==> src/rtl/ifetch_queue.sv <==
// Instruction-fetch queue: sequential fetch to a 1-cycle synchronous imem, PC-tagged FIFO, redirect flush.
// Optional IFQ_BYPASS_EN lets a response reach decode in its arrival cycle when the queue is empty.
module ifetch_queue #(
  parameter int unsigned DEPTH    = 4,
  parameter logic [31:0] RESET_PC = 32'h0000_0000
) (
  input  logic                     clk,
  input  logic                     rst,
  output logic                     imem_req,
  output logic [31:0]              imem_addr,
  input  logic [31:0]              imem_rdata,
  input  logic                     redirect_valid,
  input  logic [31:0]              redirect_pc,
  output logic                     instr_valid,
  output logic [31:0]              instr,
  output logic [31:0]              instr_pc,
  input  logic                     instr_ready,
  output logic [$clog2(DEPTH):0]   count
);

  localparam int unsigned PW = $clog2(DEPTH);
  localparam logic [PW+1:0] DEPTH_W = (PW+2)'(DEPTH);

  logic [31:0]   word_mem [DEPTH];
  logic [31:0]   pc_mem   [DEPTH];
  logic [PW-1:0] wr_ptr_q, rd_ptr_q;
  logic [PW:0]   count_q;
  logic [31:0]   fetch_pc_q, req_pc_q;
  logic          inflight_q, inflight_epoch_q, epoch_q;
  logic [31:0]   last_instr_q, last_pc_q;

  logic [PW+1:0] used;
  logic          resp_ok, q_valid, push, pop;

  // Credits use registered occupancy only, so a same-cycle pop frees nothing until next cycle.
  assign used      = {1'b0, count_q} + (PW+2)'(inflight_q);
  assign imem_req  = !rst && !redirect_valid && (used < DEPTH_W);
  assign imem_addr = fetch_pc_q;
  assign count     = count_q;
  assign resp_ok   = inflight_q && (inflight_epoch_q == epoch_q) && !redirect_valid;

  // NOTE: every output of this block gets a default first, so no path can infer a latch.
  always_comb begin
    q_valid     = (count_q != '0);
    push        = resp_ok;
    instr_valid = q_valid;
    instr       = last_instr_q;
    instr_pc    = last_pc_q;
    if (q_valid) begin
      instr    = word_mem[rd_ptr_q];
      instr_pc = pc_mem[rd_ptr_q];
    end
`ifdef IFQ_BYPASS_EN
    else if (resp_ok) begin
      instr_valid = 1'b1;
      instr       = imem_rdata;
      instr_pc    = req_pc_q;
      push        = !instr_ready;
    end
`endif
    pop = q_valid && instr_ready;
  end

  // NOTE: sequential state uses non-blocking assignments so every register samples pre-edge values.
  always_ff @(posedge clk) begin
    if (rst) begin
      fetch_pc_q       <= RESET_PC;
      req_pc_q         <= '0;
      inflight_q       <= 1'b0;
      inflight_epoch_q <= 1'b0;
      epoch_q          <= 1'b0;
      wr_ptr_q         <= '0;
      rd_ptr_q         <= '0;
      count_q          <= '0;
      last_instr_q     <= '0;
      last_pc_q        <= '0;
    end else begin
      inflight_q <= imem_req;
      if (instr_valid) begin
        last_instr_q <= instr;
        last_pc_q    <= instr_pc;
      end
      if (redirect_valid) begin
        // Flipping the epoch marks anything still in flight as stale.
        epoch_q    <= ~epoch_q;
        fetch_pc_q <= redirect_pc & ~32'h3;
        wr_ptr_q   <= '0;
        rd_ptr_q   <= '0;
        count_q    <= '0;
      end else begin
        if (imem_req) begin
          fetch_pc_q       <= fetch_pc_q + 32'd4;
          req_pc_q         <= fetch_pc_q;
          inflight_epoch_q <= epoch_q;
        end
        if (push) wr_ptr_q <= wr_ptr_q + PW'(1);
        if (pop)  rd_ptr_q <= rd_ptr_q + PW'(1);
        case ({push, pop})
          2'b10:   count_q <= count_q + (PW+1)'(1);
          2'b01:   count_q <= count_q - (PW+1)'(1);
          default: count_q <= count_q;
        endcase
      end
    end
  end

  // NOTE: storage is not reset; occupancy and pointers alone decide which entries are meaningful.
  always_ff @(posedge clk) begin
    if (!rst && push) begin
      word_mem[wr_ptr_q] <= imem_rdata;
      pc_mem[wr_ptr_q]   <= req_pc_q;
    end
  end

endmodule

==> config.mk <==
export PLATFORM = sky130hd
export DESIGN_NAME = ifetch_queue
export DESIGN_NICKNAME = d
export VERILOG_FILES = /design/src/rtl/ifetch_queue.sv
export SDC_FILE = /design/constraint.sdc
export NUM_CORES = 1
export LEC_CHECK = 0
export CAP_MARGIN = 20
export CORE_MARGIN = 5
export CORE_UTILIZATION = 44
export CTS_CLUSTER_DIAMETER = 200
export DETAILED_ROUTE_END_ITERATION = 12
export REMOVE_ABC_BUFFERS = 1
export SLEW_MARGIN = 20
export SYNTH_ARGS = -nofsm -noshare
export SYNTH_HDL_FRONTEND = slang
export SYNTH_SLANG_ARGS = --single-unit
==> constraint.sdc <==
create_clock -name clk -period 6.4 [get_ports clk]
set_clock_uncertainty 0.1 [all_clocks]
set_input_delay 1.6 -clock clk [delete_from_list [all_inputs] [get_ports clk]]
set_output_delay 1.6 -clock clk [all_outputs]
set_load 0.01 [all_outputs]
## Word level (Yosys, flattened, before mapping)

Memory sizes are Yosys's and may differ from the RTL's. A register that Yosys moved wholly into a read port is not among the register bits.
Cells that the tools add are included.

- Input bits: 68
- Memories: 2
- Memory bits (writable): 256
- Logic and storage cells: 49
- Register bits after elaboration: 138

Memories:

| name | depth | width | rd ports | clocked after Yosys merged registers in | write ports | RTL line | RTL |
|---|---|---|---|---|---|---|---|
| pc_mem | 4 | 32 | 1 | 1 | 1 | 25 | `logic [31:0] pc_mem [DEPTH];` |
| word_mem | 4 | 32 | 1 | 1 | 1 | 24 | `logic [31:0] word_mem [DEPTH];` |

- Bitwise logic cells: 2
- Multiplexer cells: 11
- Reductions and logical operators: 13
- Eq/ne operators: 3
- $lt $le $gt $ge: 1
- $add $sub $neg: 6

Operators with widths:

| cell | number |
|---|---|
| 32-bit 2-to-1 mux | 4 |
| 32-bit by 3-bit adder with 32-bit output, second input constant | 1 |
| 2-bit 2-to-1 mux | 4 |
| 1-bit logical AND | 6 |
| 3-bit one-hot mux with 2 select lines | 1 |
| 2-bit by 1-bit adder with 2-bit output, second input constant | 2 |
| 3-bit by 1-bit adder with 4-bit output | 1 |
| 4-bit by 3-bit < comparator with 1-bit output, second input constant | 1 |
| 2-bit nonzero test | 2 |
| 3-bit by 1-bit adder with 3-bit output, second input constant | 1 |
| 3-bit nonzero test | 1 |
| 3-bit by 1-bit subtractor with 3-bit output, second input constant | 1 |
| 2-bit by 1-bit equality test with 1-bit output, second input constant | 1 |
| 2-bit equality test, second input constant | 1 |
| 1-bit logical NOT | 2 |
| 1-bit 2-to-1 mux | 2 |
| 1-bit NOT | 2 |
| 2-bit AND reduction | 1 |
| 2-bit OR reduction | 1 |
| 1-bit equality test | 1 |

## Logic depth before layout (Yosys ltp)

- Depth in word-level cells: 6
- Mapped depth: 11

## Worst setup path before layout

OpenSTA, ideal clock, no wires.

- Kind: input-to-reg
- Start: input redirect_valid
- End: memory pc_mem[0][10], enable pin
- Arrival time: 3.726 ns
- Library setup time: 0.427 ns
- Slack: 2.148 ns
- Buffers on the path: 1
- Stages on the path: 6
- Data required time: 5.873 ns
- Cells stage by stage: buf_6 -> inv_2 -> and3_1 -> inv_1 -> nor2_1 -> and2_1

- Word-level cells in the longest chain between the ends: 5

RTL lines:

| element | RTL line | RTL |
|---|---|---|
| start, declared | 12 | `input logic redirect_valid,` |
| 1-bit logical NOT | 40 | `assign resp_ok = inflight_q && (inflight_epoch_q == epoch_q) && !redirect_valid;` |
| 1-bit logical AND | 40 |  |
| 1-bit logical AND | 109 | `if (!rst && push) begin` |
| 1-bit 2-to-1 mux | 109 |  |
| 1-bit 2-to-1 mux (implied by the code) | 111 | `pc_mem[wr_ptr_q] <= req_pc_q;` |
| end, declared | 25 |  |

No other way between the ends.

## Worst setup path in the final report

- Start: input redirect_valid
- End: output imem_req

- Word-level cells in the longest chain between the ends: 3

RTL lines:

| element | RTL line | RTL |
|---|---|---|
| 1-bit logical NOT | 37 | `assign imem_req = !rst && !redirect_valid && (used < DEPTH_W);` |
| 1-bit logical AND (2 in a row) | 37 |  |
| end, declared | 9 | `output logic imem_req,` |

No other way between the ends.

==> impl_metrics.toml <==
[placed_design]
pre_cts_ws_ns = 1.44
gp_congestion = 0.820
dp_cells = 1676
port_buffers = 164
dp_hpwl_microns = 19700
dpl_cell_area_sq_um = 17000

[synth]
synth_cells = 1128
synth_xor_area_share_pct = 0.758
ys_ff_latch = 384
netlist_area_sq_um = 15000
synth_seq_area_share_pct = 67.7
synth_top_family_by_area = "simple AND/OR/NAND/NOR gates"
synth-async-reset-ratio_pct = 0
synth_warnings = 0
syn_avg_cell_area_sq_um = 13.3
synth.distinct_cells = 51
synth-edff-count = 248
synth_fa_ha_area_share_pct = 0.633
synthSimpleGateAreaFrac_pct = 14.9
synthMuxAreaShare_pct = 9.30
synth_compound_area_share_pct = 4.27
ys.flop_type = "edfxtp_1"

[cells_and_area]
final_cell_mix = "nand2_1 (283), edfxtp_1 (248), clkdlybuf4s50_1 (163)"
num_antenna_cells = 0
area_growth_pct = 22.1
final_cells = 1752
nets = 1346
fillers = 2837
layout-drive-gt1-share_pct = 11.9
layout_commonest_cell = "nand2_1"
final_area_sq_um = 18300

[clocking]
root_buffer = "clkbuf_16"
path_clk_slew_ns = 0.06
cts_tree = "built"
clkLatencyLatePin_ns = 0.53
cts_setup_buffers = 0
cts_buffers = 41
cts_htree_levels = 2
cts_num_sinks = 384
cts_hold_buf = 0
clockBufferDepth = 3
cts_resized = 0

[critical_path]
worstPathArrival_ns = 3.17
worstSetupPathType = "in -> out"
start_kind = "input port"
crit_required_ns = 4.70
crit_path_end_kind = "output port"
cp_max_fo = 3

[power]
clock_power_share_pct = 43.8
power.leakage_uw = 0.00619
sw_frac_of_total_pct = 21.2
p_comb_share_pct = 4.8
ir_drop_v = 0.000159
switching_power_uw = 1120
power_density_nw_per_um2 = 288
pwr-share-seq_pct = 51.3
p_int_uw = 4160

[global_routing]
grt_pass1_wl_microns = 54100
grt_max_degree = 132
grt.total_usage_pct = 17.9
grt_pass1_vias = 9567
gr-total-overflow = 0
antenna_found_initial = 0

[die]
rows = 67
die_y_microns = 195
ioPinCount = 169
core_sq_um = 33600
dieArea_sq_um = 37900
start_util_pct = 44.7
die_w_microns = 195

[sta]
worst_slew_pin_slew_ns = 1.02
period_share_pct = 76.0
fmax_mhz = 206
slew_violations = 0
rsz0062_at_grt = "no"
worst_slack_ns = 1.53
timing.slew.headroom_pct = 31.2
setup_viol_count_final = 0
fin_setup_tns_ns = 0
hold_viol_final = 0
layout_min_cycle_time_ns = 4.87

[drt]
post-route-drc-count = 0
ant_nets = 0
routed_wl_microns = 34600
vias_per_cell = 5.34
first_pass_iters = 5
wl_per_cell_microns = 19.8
drt_iter0_drc = 533
vias = 9361

[run_status]
status = "completed"

[job]
drv_cap = 0

[worst_hold_path]
hp-class = "reg -> reg"
==> state kept, by name, indices dropped and copies added, names as in the netlist, named ones only <==
name / count
imem_addr: 30
inflight_q: 1
epoch_q: 1
pc_mem: 120
wr_ptr_q: 2
inflight_epoch_q: 1
last_instr_q: 32
count: 3
last_pc_q: 32
req_pc_q: 30
rd_ptr_q: 2
word_mem: 128
==> synth_stat cells (all sizes together), types with 2 or more instances <==
cell type / n / area, sq um
a211oi: 6 / 45.0
a21oi: 37 / 185
a311o: 3 / 30.0
a311oi: 5 / 43.8
a31o: 4 / 35.0
a31oi: 12 / 75.1
a41o: 2 / 20.0
a41oi: 2 / 17.5
and2: 12 / 75.1
and3: 7 / 43.8
and4: 3 / 26.3
buf: 22 / 118
clkbuf: 51 / 194
dfxtp: 136 / 2720
edfxtp: 248 / 7450
ha: 6 / 75.1
inv: 12 / 45.1
mux4: 62 / 1400
nand2: 283 / 1060
nand3: 22 / 110
nand4: 20 / 125
nand4b: 2 / 17.5
nor2: 25 / 93.8
nor2b: 66 / 413
nor3: 9 / 45.0
nor4: 5 / 37.5
o211ai: 9 / 67.6
o21ai: 4 / 20.0
o221ai: 3 / 26.3
o311ai: 2 / 17.5
o31ai: 3 / 22.5
or3: 12 / 80.1
or4: 11 / 82.6
xnor2: 7 / 61.3
xor2: 6 / 52.6
==> worst max-delay path, stage by stage <==
cell and delay [ns]:
clkdlybuf4s50_1 0.46, nor3_1 0.33, nand2_1 0.14, inv_2 0.09
clkdlybuf4s50_1 0.54
==> power by group through the flow <==
stage / Combinational (uW) / Clock (uW) / Sequential, uW
6_report: 255 / 2310 / 2710
4_1_cts: 258 / 2370 / 2710
3_3_place_gp: 254 / 0 / 2760
2_1_floorplan: 92.9 / 0 / 2750
3_5_place_dp: 256 / 0 / 2760
5_1_grt: 277 / 2480 / 2710
==> per-stage QoR <==
| stage | power, uW | util, % | hold WS (ns) |
|---|---|---|---|
| 6_report | 5270 | 54.5 | 0.380 |
| 5_1_grt | 5470 | 54.5 | 0.412 |
| 4_1_cts | 5340 | 54.5 | 0.385 |
| 3_5_place_dp | 3020 | 50.6 | 0.377 |
| 3_3_place_gp | 3010 | 50.6 | 0.357 |
| 2_1_floorplan | 2850 | - | 0.344 |
==> cell type report <==
cell class / count / area (sq um) / area share, %
clock inverters: 22 / 168 / 0.914
repair buffers: 172 / 1710 / 9.33
flip-flops and latches: 384 / 10200 / 55.5
well taps: 448 / 561 / 3.06
inverters: 12 / 47.5 / 0.259
multi-input cells: 660 / 4500 / 24.6
clock buffers: 54 / 1170 / 6.37
==> layer usage <==
layer  share of wire, %  global-route usage (%)
met1                 45                    25.1
met5                  0                       0
met3                6.5                    4.10
met2                 47                    28.8
met4                1.7                    3.96
==> final timing paths <==
| path | startpoint | to | slack [ns] | cells after the start |
|---|---|---|---|---|
| max | redirect_valid | imem_req | 1.53 | 5 |
| min | inflight_epoch_q | inflight_epoch_q | 0.38 | 2 |
| max reg2reg | count[2] | count[2] | 3.57 | 9 |
| min reg2reg | inflight_epoch_q | inflight_epoch_q | 0.38 | 2 |
==> cell families (layout without fill, tap and decap cells) <==
kind of cell,after synthesis,after routing
AO/OA/AOI/OAI,96,96
XOR/XNOR,13,13
adder cells (fa/ha/maj),7,7
buffers and inverters,85,260
flip-flops,384,384
multiplexers,62,62
other,1,2
AND/OR/NAND/NOR,480,480
Power figures use the tool's default switching activity.
